`config.mk`:
```
export PLATFORM = sky130hd
export DESIGN_NAME = dfr_output_argmax
export DESIGN_NICKNAME = d
export VERILOG_FILES = /design/src/rtl/dfr_output_argmax.sv
export SDC_FILE = /design/constraint.sdc
export NUM_CORES = 1
export LEC_CHECK = 0
export CAP_MARGIN = 20
export CORE_MARGIN = 2
export CORE_UTILIZATION = 47
export DETAILED_ROUTE_END_ITERATION = 12
export GPL_TIMING_DRIVEN = 0
export PLACE_DENSITY_LB_ADDON = 0.3
export SLEW_MARGIN = 20
export SYNTH_ARGS = -nofsm -noshare
export SYNTH_HDL_FRONTEND = slang
export SYNTH_SLANG_ARGS = --single-unit
export TNS_END_PERCENT = 100
```
`constraint.sdc`:
```
create_clock -name clk -period 3.36 [get_ports clk]
set_input_delay 0.672 -clock clk [delete_from_list [all_inputs] [get_ports clk]]
set_output_delay 0.672 -clock clk [all_outputs]
set_load 0.03 [all_outputs]
```
`src/rtl/dfr_output_argmax.sv`:
```
// Scans the Z result RAM row by row and writes the argmax column of each row to the class RAM.
// Define DFR_ARGMAX_SIGNED_EN to compare scores as two's-complement signed instead of unsigned.
module dfr_output_argmax #(
  parameter int ADDR_WIDTH  = 32,
  parameter int DATA_WIDTH  = 32,
  parameter int NUM_ROWS    = 5,
  parameter int NUM_CLASSES = 5,
  parameter int RAM_LATENCY = 1
) (
  input  logic                  clk,
  input  logic                  rst,
  input  logic                  start,
  input  logic [DATA_WIDTH-1:0] z_data,
  output logic [ADDR_WIDTH-1:0] z_addr,
  output logic [ADDR_WIDTH-1:0] class_addr,
  output logic [DATA_WIDTH-1:0] class_data,
  output logic                  class_wen,
  output logic                  busy,
  output logic                  done
);

  localparam int IDX_W  = (NUM_CLASSES > 1) ? $clog2(NUM_CLASSES) : 1;
  localparam int ROW_W  = (NUM_ROWS > 1) ? $clog2(NUM_ROWS) : 1;
  localparam int WAIT_W = (RAM_LATENCY > 2) ? $clog2(RAM_LATENCY - 1) : 1;

  localparam logic [IDX_W-1:0]  LAST_COL  = IDX_W'(NUM_CLASSES - 1);
  localparam logic [ROW_W-1:0]  LAST_ROW  = ROW_W'(NUM_ROWS - 1);
  localparam logic [WAIT_W-1:0] LAST_WAIT = WAIT_W'((RAM_LATENCY > 1) ? (RAM_LATENCY - 2) : 0);
  localparam logic              SINGLE_LAT = (RAM_LATENCY == 1) ? 1'b1 : 1'b0;

  typedef enum logic [2:0] {
    S_IDLE  = 3'd0,
    S_ISSUE = 3'd1,
    S_WAIT  = 3'd2,
    S_CMP   = 3'd3,
    S_WRITE = 3'd4,
    S_DONE  = 3'd5
  } state_t;

  state_t                state_r,      state_s;
  logic [ROW_W-1:0]      row_r,        row_s;
  logic [IDX_W-1:0]      col_r,        col_s;
  logic [WAIT_W-1:0]     wait_r,       wait_s;
  logic [DATA_WIDTH-1:0] best_val_r,   best_val_s;
  logic [IDX_W-1:0]      best_idx_r,   best_idx_s;
  logic [ADDR_WIDTH-1:0] z_addr_r,     z_addr_s;
  logic [ADDR_WIDTH-1:0] class_addr_r, class_addr_s;
  logic [DATA_WIDTH-1:0] class_data_r, class_data_s;
  logic                  class_wen_r,  class_wen_s;
  logic                  busy_r,       busy_s;
  logic                  done_r,       done_s;

  // Strict "greater than" so that ties keep the earlier (lower) column.
  function automatic logic score_gt(input logic [DATA_WIDTH-1:0] a,
                                    input logic [DATA_WIDTH-1:0] b);
`ifdef DFR_ARGMAX_SIGNED_EN
    return $signed(a) > $signed(b);
`else
    return a > b;
`endif
  endfunction

  // Next-state, datapath and registered-output decode.
  always_comb begin
    state_s      = state_r;
    row_s        = row_r;
    col_s        = col_r;
    wait_s       = wait_r;
    best_val_s   = best_val_r;
    best_idx_s   = best_idx_r;
    z_addr_s     = z_addr_r;
    class_addr_s = {ADDR_WIDTH{1'b0}};
    class_data_s = {DATA_WIDTH{1'b0}};
    class_wen_s  = 1'b0;
    busy_s       = 1'b0;
    done_s       = 1'b0;

    case (state_r)
      S_IDLE: begin
        row_s = {ROW_W{1'b0}};
        col_s = {IDX_W{1'b0}};
        if (start) begin
          state_s = S_ISSUE;
        end else begin
          state_s = S_IDLE;
        end
      end
      S_ISSUE: begin
        wait_s = {WAIT_W{1'b0}};
        if (SINGLE_LAT) begin
          state_s = S_CMP;
        end else begin
          state_s = S_WAIT;
        end
      end
      S_WAIT: begin
        if (wait_r == LAST_WAIT) begin
          state_s = S_CMP;
        end else begin
          wait_s = wait_r + {{(WAIT_W-1){1'b0}}, 1'b1};
        end
      end
      S_CMP: begin
        if (col_r == {IDX_W{1'b0}}) begin
          best_val_s = z_data;
          best_idx_s = {IDX_W{1'b0}};
        end else if (score_gt(z_data, best_val_r)) begin
          best_val_s = z_data;
          best_idx_s = col_r;
        end else begin
          best_val_s = best_val_r;
        end
        if (col_r == LAST_COL) begin
          state_s = S_WRITE;
        end else begin
          col_s   = col_r + {{(IDX_W-1){1'b0}}, 1'b1};
          state_s = S_ISSUE;
        end
      end
      S_WRITE: begin
        col_s = {IDX_W{1'b0}};
        if (row_r == LAST_ROW) begin
          state_s = S_DONE;
        end else begin
          row_s   = row_r + {{(ROW_W-1){1'b0}}, 1'b1};
          state_s = S_ISSUE;
        end
      end
      S_DONE: begin
        state_s = S_IDLE;
      end
      default: begin
        state_s = S_IDLE;
      end
    endcase

    // Outputs are registered, so they are decoded from the state being entered.
    case (state_s)
      S_IDLE: begin
        z_addr_s = {ADDR_WIDTH{1'b0}};
      end
      S_ISSUE: begin
        busy_s   = 1'b1;
        z_addr_s = ADDR_WIDTH'(row_s) * ADDR_WIDTH'(NUM_CLASSES) + ADDR_WIDTH'(col_s);
      end
      S_WAIT, S_CMP: begin
        busy_s = 1'b1;
      end
      S_WRITE: begin
        busy_s       = 1'b1;
        class_wen_s  = 1'b1;
        class_addr_s = {{(ADDR_WIDTH-ROW_W){1'b0}}, row_r};
        class_data_s = {{(DATA_WIDTH-IDX_W){1'b0}}, best_idx_s};
      end
      S_DONE: begin
        done_s = 1'b1;
      end
      default: begin
        busy_s = 1'b0;
      end
    endcase
  end

  // State, counters, running maximum and output registers.
  always_ff @(posedge clk or posedge rst) begin
    if (rst) begin
      state_r      <= S_IDLE;
      row_r        <= {ROW_W{1'b0}};
      col_r        <= {IDX_W{1'b0}};
      wait_r       <= {WAIT_W{1'b0}};
      best_val_r   <= {DATA_WIDTH{1'b0}};
      best_idx_r   <= {IDX_W{1'b0}};
      z_addr_r     <= {ADDR_WIDTH{1'b0}};
      class_addr_r <= {ADDR_WIDTH{1'b0}};
      class_data_r <= {DATA_WIDTH{1'b0}};
      class_wen_r  <= 1'b0;
      busy_r       <= 1'b0;
      done_r       <= 1'b0;
    end else begin
      state_r      <= state_s;
      row_r        <= row_s;
      col_r        <= col_s;
      wait_r       <= wait_s;
      best_val_r   <= best_val_s;
      best_idx_r   <= best_idx_s;
      z_addr_r     <= z_addr_s;
      class_addr_r <= class_addr_s;
      class_data_r <= class_data_s;
      class_wen_r  <= class_wen_s;
      busy_r       <= busy_s;
      done_r       <= done_s;
    end
  end

  assign z_addr     = z_addr_r;
  assign class_addr = class_addr_r;
  assign class_data = class_data_r;
  assign class_wen  = class_wen_r;
  assign busy       = busy_r;
  assign done       = done_r;

endmodule

```
# Word-level counts from Yosys, hierarchy flattened
# Index checks and enable logic that the tools add are counted.
[op_classes]
n_eq_ne = 11
mux = 22
n_mul = 1
n_reduce_logical = 9
n_addsub = 4
magnitude_cmp = 1
[ops]
columns = ["op", "count"]
rows = [
  ["$mux 32", 2],
  ["$pmux 32 s2", 1],
  ["$gt 32x32->1", 1],
  ["$mux 3", 10],
  ["$eq 3x3->1 const B", 5],
  ["$pmux 3 s5", 1],
  ["$eq 3x2->1 const B", 4],
  ["$pmux 3 s2", 2],
  ["$logic_not 3->1", 3],
  ["$add 6x3->7", 1],
  ["$add 3x1->3 const B", 2],
  ["$eq 3x1->1 const B", 2],
  ["$mul 3x3->6 const B", 1],
  ["$reduce_bool 2->1", 3],
  ["$mux 1", 5],
  ["$reduce_or 4->1", 1],
  ["$pmux 1 s2", 1],
  ["$reduce_and 2->1", 1],
  ["$reduce_or 2->1", 1],
  ["$add 1x1->1 const B", 1],
]
[totals]
in_bits = 35
output_inout_bits = 99
regBits = 144
elab_cells = 60

# Logic depth before layout (Yosys ltp)
# Gate-level depths: netlist (run 1).
[depth]
word_depth = 6
mapped_depth = 15
mapped_depth_nobuf = 15

# Least setup slack after synthesis (run 1)
# No wires, ideal clock.
[synth_timing]
path_kind = "register to register"
startpoint = "register state_r[0]"
endpoint = "register z_addr_r[4] (netlist: z_addr[4])"
slack_ns = 0.621
synth_period_minus_slack_ns = 2.739
n_path_buf = 1
t_arrival_ns = 2.613
path_stages_with_launch = 12
cell_sequence = "dfrtp_1 -> clkbuf_1 -> nor2_1 -> nand3_1 -> o21ai_0 -> ha_1 -> ha_1 -> ha_1 -> a21o_1 -> a21oi_1 -> xor2_1 -> o21ai_0"
[synth_between]
elab_chain_cells = 5
[synth_lines]
columns = ["item", "line", "rtl"]
rows = [
  ["from (decl)", "40", "state_t state_r, state_s;"],
  ["from (signal assigned)", "180", "state_r <= state_s;"],
  ["$eq 3x3->1 / $logic_not 3->1 (equally long branches)", "78", "case (state_r)"],
  ["$pmux 3 s2 *", "78", ""],
  ["net row_s[0]", "41", "logic [ROW_W-1:0] row_r, row_s;"],
  ["$mul 3x3->6 *", "144", "z_addr_s = ADDR_WIDTH'(row_s) * ADDR_WIDTH'(NUM_CLASSES) + ADDR_WIDTH'(col_s);"],
  ["$add 6x3->7 *", "144", ""],
  ["$pmux 32 s2 *", "138", "case (state_s)"],
  ["to (signal assigned)", "173", "z_addr_r <= {ADDR_WIDTH{1'b0}};"],
  ["to (signal assigned)", "186", "z_addr_r <= z_addr_s;"],
  ["to (decl)", "46", "logic [ADDR_WIDTH-1:0] z_addr_r, z_addr_s;"],
]
# The timed path passes the listed nets; every way through them passes the cells marked *. The select of a mux whose other input is x is not followed.
# A chain may end at the register's enable or synchronous reset.

# Worst setup path after layout (run 1)
[layout_timing]
startpoint = "input z_data[18]"
endpoint = "register best_val_r[30]"
[layout_between]
elab_chain_cells = 3
[layout_lines]
columns = ["item", "line", "rtl"]
rows = [
  ["from (decl)", "13", "input logic [DATA_WIDTH-1:0] z_data,"],
  ["$gt 32x32->1", "59", "return a > b;"],
  ["$reduce_bool 2->1 (no source line)", "n/a", ""],
  ["$reduce_and 2->1 (no source line)", "n/a", ""],
  ["to (signal assigned)", "171", "best_val_r <= {DATA_WIDTH{1'b0}};"],
  ["to (signal assigned)", "184", "best_val_r <= best_val_s;"],
  ["to (decl)", "44", "logic [DATA_WIDTH-1:0] best_val_r, best_val_s;"],
]
# No other way between the ends.

==> summary.txt, run 1 <==
STA
  • Relative slew slack: 0.603
  • Max Slew Vio Count: 0
  • Final hold vios: 0
  • Min Tclk post-route: 3.09 ns
  • Fmax: 323 MHz
  • Worst slew pin tran: 0.587 ns
  • Final Skew: 0.00746 ns
  • Final setup violation count: 0
  • Unrepaired setup endpoints after global routing: no
  • Final worst path period share: 0.920

Setup path
  • Critical Path Max Stage Delay: 0.50 ns
  • Worst r2r dst: z_addr[4]
  • Critical Path Slowest Stage Cell: o41ai_1
  • Critical path depth: 10
  • WP data arrival: 3.31 ns
  • FF-to-FF path depth: 11
  • WP data required: 3.57 ns
  • CP bufs+invs: 3
  • Setup CP Type: input port to flip-flop
  • RR Startpoint: state_r[0]
  • CP Max Fanout: 10
  • Worst R2R Setup Slack: 0.29 ns
  • Largest delay contributor family on the critical path: compound AO/OA/AOI/OAI gates
  • CP Capture Type: flip-flop
  • Crit start category: input port
  • Critical-path cell list: clkdlybuf4s50_1 > ha_1 > a41o_1 > a21oi_1 > nor4_1 > o41ai_1 > a31o_1 > buf_6 > buf_12 > mux2_4

Drt
  • Vias/cell: 4.44
  • DRT iter0 DRCs: 50
  • Antenna-violating nets left: 0
  • Vias: 2,928
  • WL per Instance: 11.5 um
  • Met3 routed WL: 341 um
  • Post-route met1 wirelength: 3240 um
  • Router iterations before antenna repair: 4
  • Met2 wire len: 3880 um
  • Top layer in use: met4
  • Drt drc: 0
  • DRT Wirelength: 7570 um

Clocking
  • CTS Buffer Depth: 2
  • CTS tree: built
  • Cts bufs inserted: 9
  • Clock slew at reported path FFs: 0.06 ns
  • H-Tree Depth: 3
  • Num Clock Sinks: 59
  • Hold_buf cts: 0
  • Resized cells post-CTS: 0
  • Worst-skew pair later-pin latency: 0.34 ns
  • Post-CTS Setup Inserts: 0
  • Root Driver: clkbuf_8

Synthesis
  • Yosys reg bits: 59
  • Asr flop ratio synth: 1.00
  • Post-synth EDFFs: 0
  • Syn Area/Cell: 10.4 um^2
  • Main synth FF type: dfrtp_1
  • Register area share after synthesis: 0.351
  • Synth unique cells: 48
  • Yosys Warn Count: 0
  • Top-area cell type share of the netlist area: 0.351
  • Gate Count Post-Synth: 404
  • Netlist Area Pre-Place: 0.00420 mm^2
  • Most area-hungry cell type in the Yosys netlist: dfrtp_1
  • Ranking of synthesized cells by area: dfrtp_1 35%, buf_4 15%, ha_1 13%, mux2_4 10%, inv_1 4.0%

Pwr
  • Lkg Pwr: 2.93 nW
  • Clock share of power: 0.274
  • Power density cells: 373 mW/mm^2
  • Total power: 1.99 mW
  • Flop pwr share: 0.397
  • Switching share of power: 0.310
  • Comb power frac: 0.330
  • VDD IR max: 0.000191 V
  • Internal: 1.37 mW
  • Net Sw Power: 615 uW

GRT
  • First-pass GRT wire length: 12,800 um
  • Largest net degree at the start of global routing: 37
  • Initial antenna violation count: 0
  • Vias in the first global route: 2,905
  • Total track usage: 0.161
  • Grt ovf: 0

Min path
  • Worst hold path stage count: 2
  • Hold Crit Class: flip-flop to flip-flop
  • Hold Path Origin: z_addr[5]
  • Hold EP: z_addr[5]

Final layout
  • Area of the multi-input gates: 0.00215 mm^2
  • Diode count: 0
  • Fillers: 725
  • Leading cell types in the layout, fill and taps excluded: 84 x buf_4, 84 x conb_1, 59 x dfrtp_1
  • Fraction of layout instances using a drive strength above 1: 0.259
  • Sequential cell area: 0.00148 mm^2
  • Final Cell Area: 0.00532 mm^2
  • Nets@finish: 629
  • Area grow syn2layout: 26.6%

Floorplan
  • Die ar.: 0.00971 mm^2
  • Core Area: 0.00868 mm^2
  • I/O pin cnt: 134
  • Die Y: 98.6 um
  • Initial core utilization: 0.484
  • Die Wd: 98.6 um
  • Row count: 34

Job
  • Max-Cap Viols: 0

Placement
  • Routability cong.: 0.831
  • IO buf count: 49
  • HPWL after DPL: 6030 um
  • Placed inst area: 0.00516 mm^2

Run status
  • Run status: finished, final reports clean
## final cells by class
| cell class | count | share of cell area |
|---|---|---|
| inverters | 45 | 0.0322 |
| clock inverters | 3 | 0.00282 |
| repair buffers | 50 | 0.0959 |
| well taps | 108 | 0.0254 |
| flip-flops and latches | 59 | 0.277 |
| plain buffers | 92 | 0.135 |
| multi-input cells | 291 | 0.404 |
| clock buffers | 12 | 0.0273 |
## worst min-delay path: cells and delay by family (launching register included)
| family | cells | cell delay (ns) |
|---|---|---|
| compound gates | 1 | 0.06 |
| simple gates | 1 | 0.04 |
| flops | 1 | 0.34 |
## logic make-up after synthesis
logic type / after synthesis / share of synthesized area
adder cells (fa/ha/maj): 46 / 0.139
XOR/XNOR: 3 / 0.00625
AO/OA/AOI/OAI: 63 / 0.101
AND/OR/NAND/NOR: 63 / 0.0801
other: 1 / 0.000892
flip-flops: 59 / 0.351
multiplexers: 32 / 0.111
buffers and inverters: 137 / 0.211
## sequential cells by signal (all words and copies together), names as in the netlist
name / flops
best_idx_r: 3
best_val_r: 32
busy: 1
class_addr: 3
class_data: 3
class_wen: 1
col_r: 3
done: 1
row_r: 3
state_r: 3
z_addr: 6
## cells in the mapped netlist, types with 5 or more instances
| library cell | n |
|---|---|
| a21o_1 | 7 |
| mux2_4 | 28 |
| nand4_1 | 5 |
| nor2_1 | 8 |
| nand2_1 | 19 |
| a21oi_1 | 21 |
| o21ai_0 | 14 |
| buf_4 | 84 |
| nand3_1 | 13 |
| inv_1 | 45 |
| dfrtp_1 | 59 |
| ha_1 | 45 |
## routing by layer
metal  GRT usage  up-vias
met5           0        -
met1       0.196     1349
met2       0.279       63
met4      0.0506        0
li1            -     1504
met3      0.0433       12
## power by group through the flow
stage	clock network (mW)	registers [mW]	logic (mW)
floorplan	0	0.792	0.547
global placement	0	0.797	0.638
detailed placement	0	0.800	0.655
CTS	0.570	0.788	0.657
global route	0.594	0.793	0.714
finish	0.544	0.788	0.655
## how the worst max path moves through the flow
stage,start,to
finish,z_data[18],best_val_r[30]
detailed placement,z_data[18],best_val_r[23]
floorplan,state_r[0],z_addr[4]
global placement,z_data[18],best_val_r[0]
global route,z_data[18],best_val_r[30]
CTS,z_data[18],best_val_r[30]
## stage by stage
step                hold WS, ns  worst slack, ns  utilization  instances  TNS, ns
floorplan                 0.456            0.621            -        487        0
global placement          0.473          -0.0539        0.592        644    -1.34
detailed placement        0.478          -0.0971        0.595        645    -2.49
CTS                       0.497            0.252        0.613        660        0
global route              0.514           0.0770        0.613        660        0
finish                    0.488            0.268        0.613        660        0
Power figures use the tool's default switching activity.
==> inputs of run 2 (changes only) <==
SETUP_SLACK_MARGIN = 0.4   (was unset)
==> run 2 against run 1 <==
Final cell count grew 1.5%. Count of clock-buffer cells in the layout unchanged. Core utilization up 4.3 points. Non-clock buffer count rose by 10. Critical path depth unchanged. Clock skew up 0.0018 ns. Power is 5.9% higher. Register-to-register slack improved by 0.32 ns. Sequential power barely moved. Routed wire length increased by 10%. First-iteration DRC count up 40%. Global-route usage unchanged. Largest cell class unchanged.
==> summary.txt, run 2 (same netlist as run 1, synthesis figures left out) <==
Drt
  • DRT iter0 DRCs: 70 (+40%)
  • DRT Wirelength: 8330 um (+10%)
  • Router iterations before antenna repair: 4 (unchanged)
  • Vias/cell: 4.54 (+2.3%)
  • Vias: 3,042 (+3.9%)
  • WL per Instance: 12.4 um (+8.5%)
  • Antenna-violating nets left: 0 (unchanged)
  • Drt drc: 0 (unchanged)

Floorplan
  • Core Area: 0.00868 mm^2 (unchanged)
  • I/O pin cnt: 134 (unchanged)
  • Die Wd: 98.6 um (unchanged)
  • Initial core utilization: 0.484 (unchanged)
  • Row count: 34 (unchanged)
  • Die Y: 98.6 um (unchanged)
  • Die ar.: 0.00971 mm^2 (unchanged)

STA
  • Min Tclk post-route: 2.94 ns (-0.152 ns)
  • Final Skew: 0.00923 ns (+0.00176 ns)
  • Final hold vios: 0 (unchanged)
  • Fmax: 340 MHz (+5.2%)
  • Hold slack: 0.488 ns (-0.000247 ns)
  • Final worst path period share: 0.875 (-0.0454)
  • Final setup violation count: 0 (unchanged)
  • Max Slew Vio Count: 0 (unchanged)
  • Unrepaired setup endpoints after global routing: yes

Final layout
  • Commonest non-fill, non-tap cell in the layout: buf_4
  • Final Cell Area: 0.00569 mm^2 (+6.9%)
  • Nets@finish: 639 (+1.6%)
  • Area grow syn2layout: 35.4%
  • Diode count: 0 (unchanged)
  • Max reg flops: 32 (unchanged)
  • Fraction of layout instances using a drive strength above 1: 0.308 (+0.0488)
  • Util after Layout: 0.656 (+0.0425)
  • Layout Cells excl Fill: 670 (+1.5%)
  • Leading cell types in the layout, fill and taps excluded: 91 x buf_4, 84 x conb_1, 59 x dfrtp_1
  • Register name with the most flops: best_val_r

Setup path
  • Setup CP Type: input port to flip-flop
  • Worst R2R Setup Slack: 0.61 ns (+0.32 ns)
  • Worst r2r dst: z_addr[4]
  • CP Max Fanout: 10 (unchanged)
  • WP data required: 3.57 ns (about the same)
  • CP Capture Type: flip-flop
  • Crit start category: input port
  • RR Startpoint: state_r[0]
  • WP data arrival: 3.15 ns (-0.16 ns)
  • FF-to-FF path depth: 11 (unchanged)

GRT
  • Vias in the first global route: 2,915 (+0.34%)
  • Total track usage: 0.161 (unchanged)
  • Grt ovf: 0 (unchanged)
  • First-pass GRT wire length: 12,800 um (unchanged)
  • Largest net degree at the start of global routing: 37 (unchanged)
  • Initial antenna violation count: 0 (unchanged)

Pwr
  • Comb power frac: 0.364 (+0.034)
  • VDD IR max: 0.000202 V (+6.0%)
  • Clock share of power: 0.261 (-0.013)
  • Lkg Pwr: 3.10 nW (+5.8%)
  • Internal: 1.44 mW (+4.9%)
  • Switching share of power: 0.316 (+0.00662)
  • Power density cells: 370 mW/mm^2 (-0.98%)
  • Flop pwr share: 0.375 (-0.022)
  • Net Sw Power: 665 uW (+8.2%)

Placement
  • Routability cong.: 0.831 (unchanged)
  • IO buf count: 49 (unchanged)
  • Placed inst area: 0.00516 mm^2 (unchanged)
  • Inst Count DP: 645 (unchanged)
  • HPWL after DPL: 6030 um (unchanged)

Clocking
  • Hold_buf cts: 0 (unchanged)
  • CTS tree: built
  • H-Tree Depth: 3 (unchanged)
  • Root Driver: clkbuf_8
  • Worst-skew pair later-pin latency: 0.34 ns (about the same)
  • Cts bufs inserted: 9 (unchanged)
  • Clock slew at reported path FFs: 0.06 ns (about the same)
  • Num Clock Sinks: 59 (unchanged)
  • CTS Buffer Depth: 2 (unchanged)

Run status
  • Run status: finished, final reports clean

Min path
  • Hold EP: z_addr[5]
  • Worst hold path stage count: 2 (unchanged)
  • Hold Path Origin: z_addr[5]
  • Hold Crit Class: flip-flop to flip-flop

Job
  • Max-Cap Viols: 0 (unchanged)
## run 2: how the worst max path moves through the flow
| stage | from | endpoint | slack (ns) | cells past startpoint |
|---|---|---|---|---|
| floorplan | state_r[0] | z_addr[4] | 0.62 | 11 |
| global placement | z_data[18] | best_val_r[0] | -0.05 | 10 |
| detailed placement | z_data[18] | best_val_r[23] | -0.1 | 10 |
| CTS | z_data[13] | best_val_r[30] | 0.43 | 10 |
| global route | z_data[0] | best_val_r[7] | 0.35 | 11 |
| finish | z_data[13] | best_val_r[7] | 0.42 | 10 |
## run 2: timing repair
action,4_1_cts,5_1_grt
cloned,0,3
buffers inserted,0,7
gates resized for setup,4,34
setup endpoints to repair,34,31
pin swaps,0,9
## run 2: per-stage QoR
stage	power, mW	setup WS, ns	TNS (ns)
6_report	2.10	0.420	0
5_1_grt	2.22	0.345	0
2_1_floorplan	1.34	0.621	0
3_5_place_dp	1.45	-0.0971	-2.49
4_1_cts	2.02	0.427	0
3_3_place_gp	1.44	-0.0539	-1.34
## run 2: power groups by stage
| stage | Combinational, mW | Sequential (mW) | Clock, mW |
|---|---|---|---|
| after global routing | 0.828 | 0.794 | 0.595 |
| after CTS | 0.660 | 0.788 | 0.570 |
| final | 0.766 | 0.789 | 0.548 |
| after floorplan | 0.547 | 0.792 | 0 |
| after global placement | 0.638 | 0.797 | 0 |
| after detailed placement | 0.655 | 0.800 | 0 |
## run 2: final cells by class
cell class | instances | area (um^2)
fill | 663 | 2990
multi-input combinational | 291 | 2370
sequential | 59 | 1480
buffer | 92 | 723
timing repair buffer | 60 | 656
inverter | 45 | 171
clock buffer | 12 | 145
tap | 108 | 135
clock inverter | 3 | 15.0
## run 2: critical path: stages
cell and delay [ns]:
clkdlybuf4s50_1 0.47, ha_4 0.31, nand4_4 0.16, nor4_4 0.34
and2b_1 0.24, o41ai_2 0.08, a31o_1 0.25, buf_8 0.16
buf_12 0.15, mux2_4 0.31
## run 2: metal layers
layer	track usage	wire [um]
met1	0.196	3480
met2	0.280	4400
met4	0.0506	91
met3	0.0433	363
met5	0	0
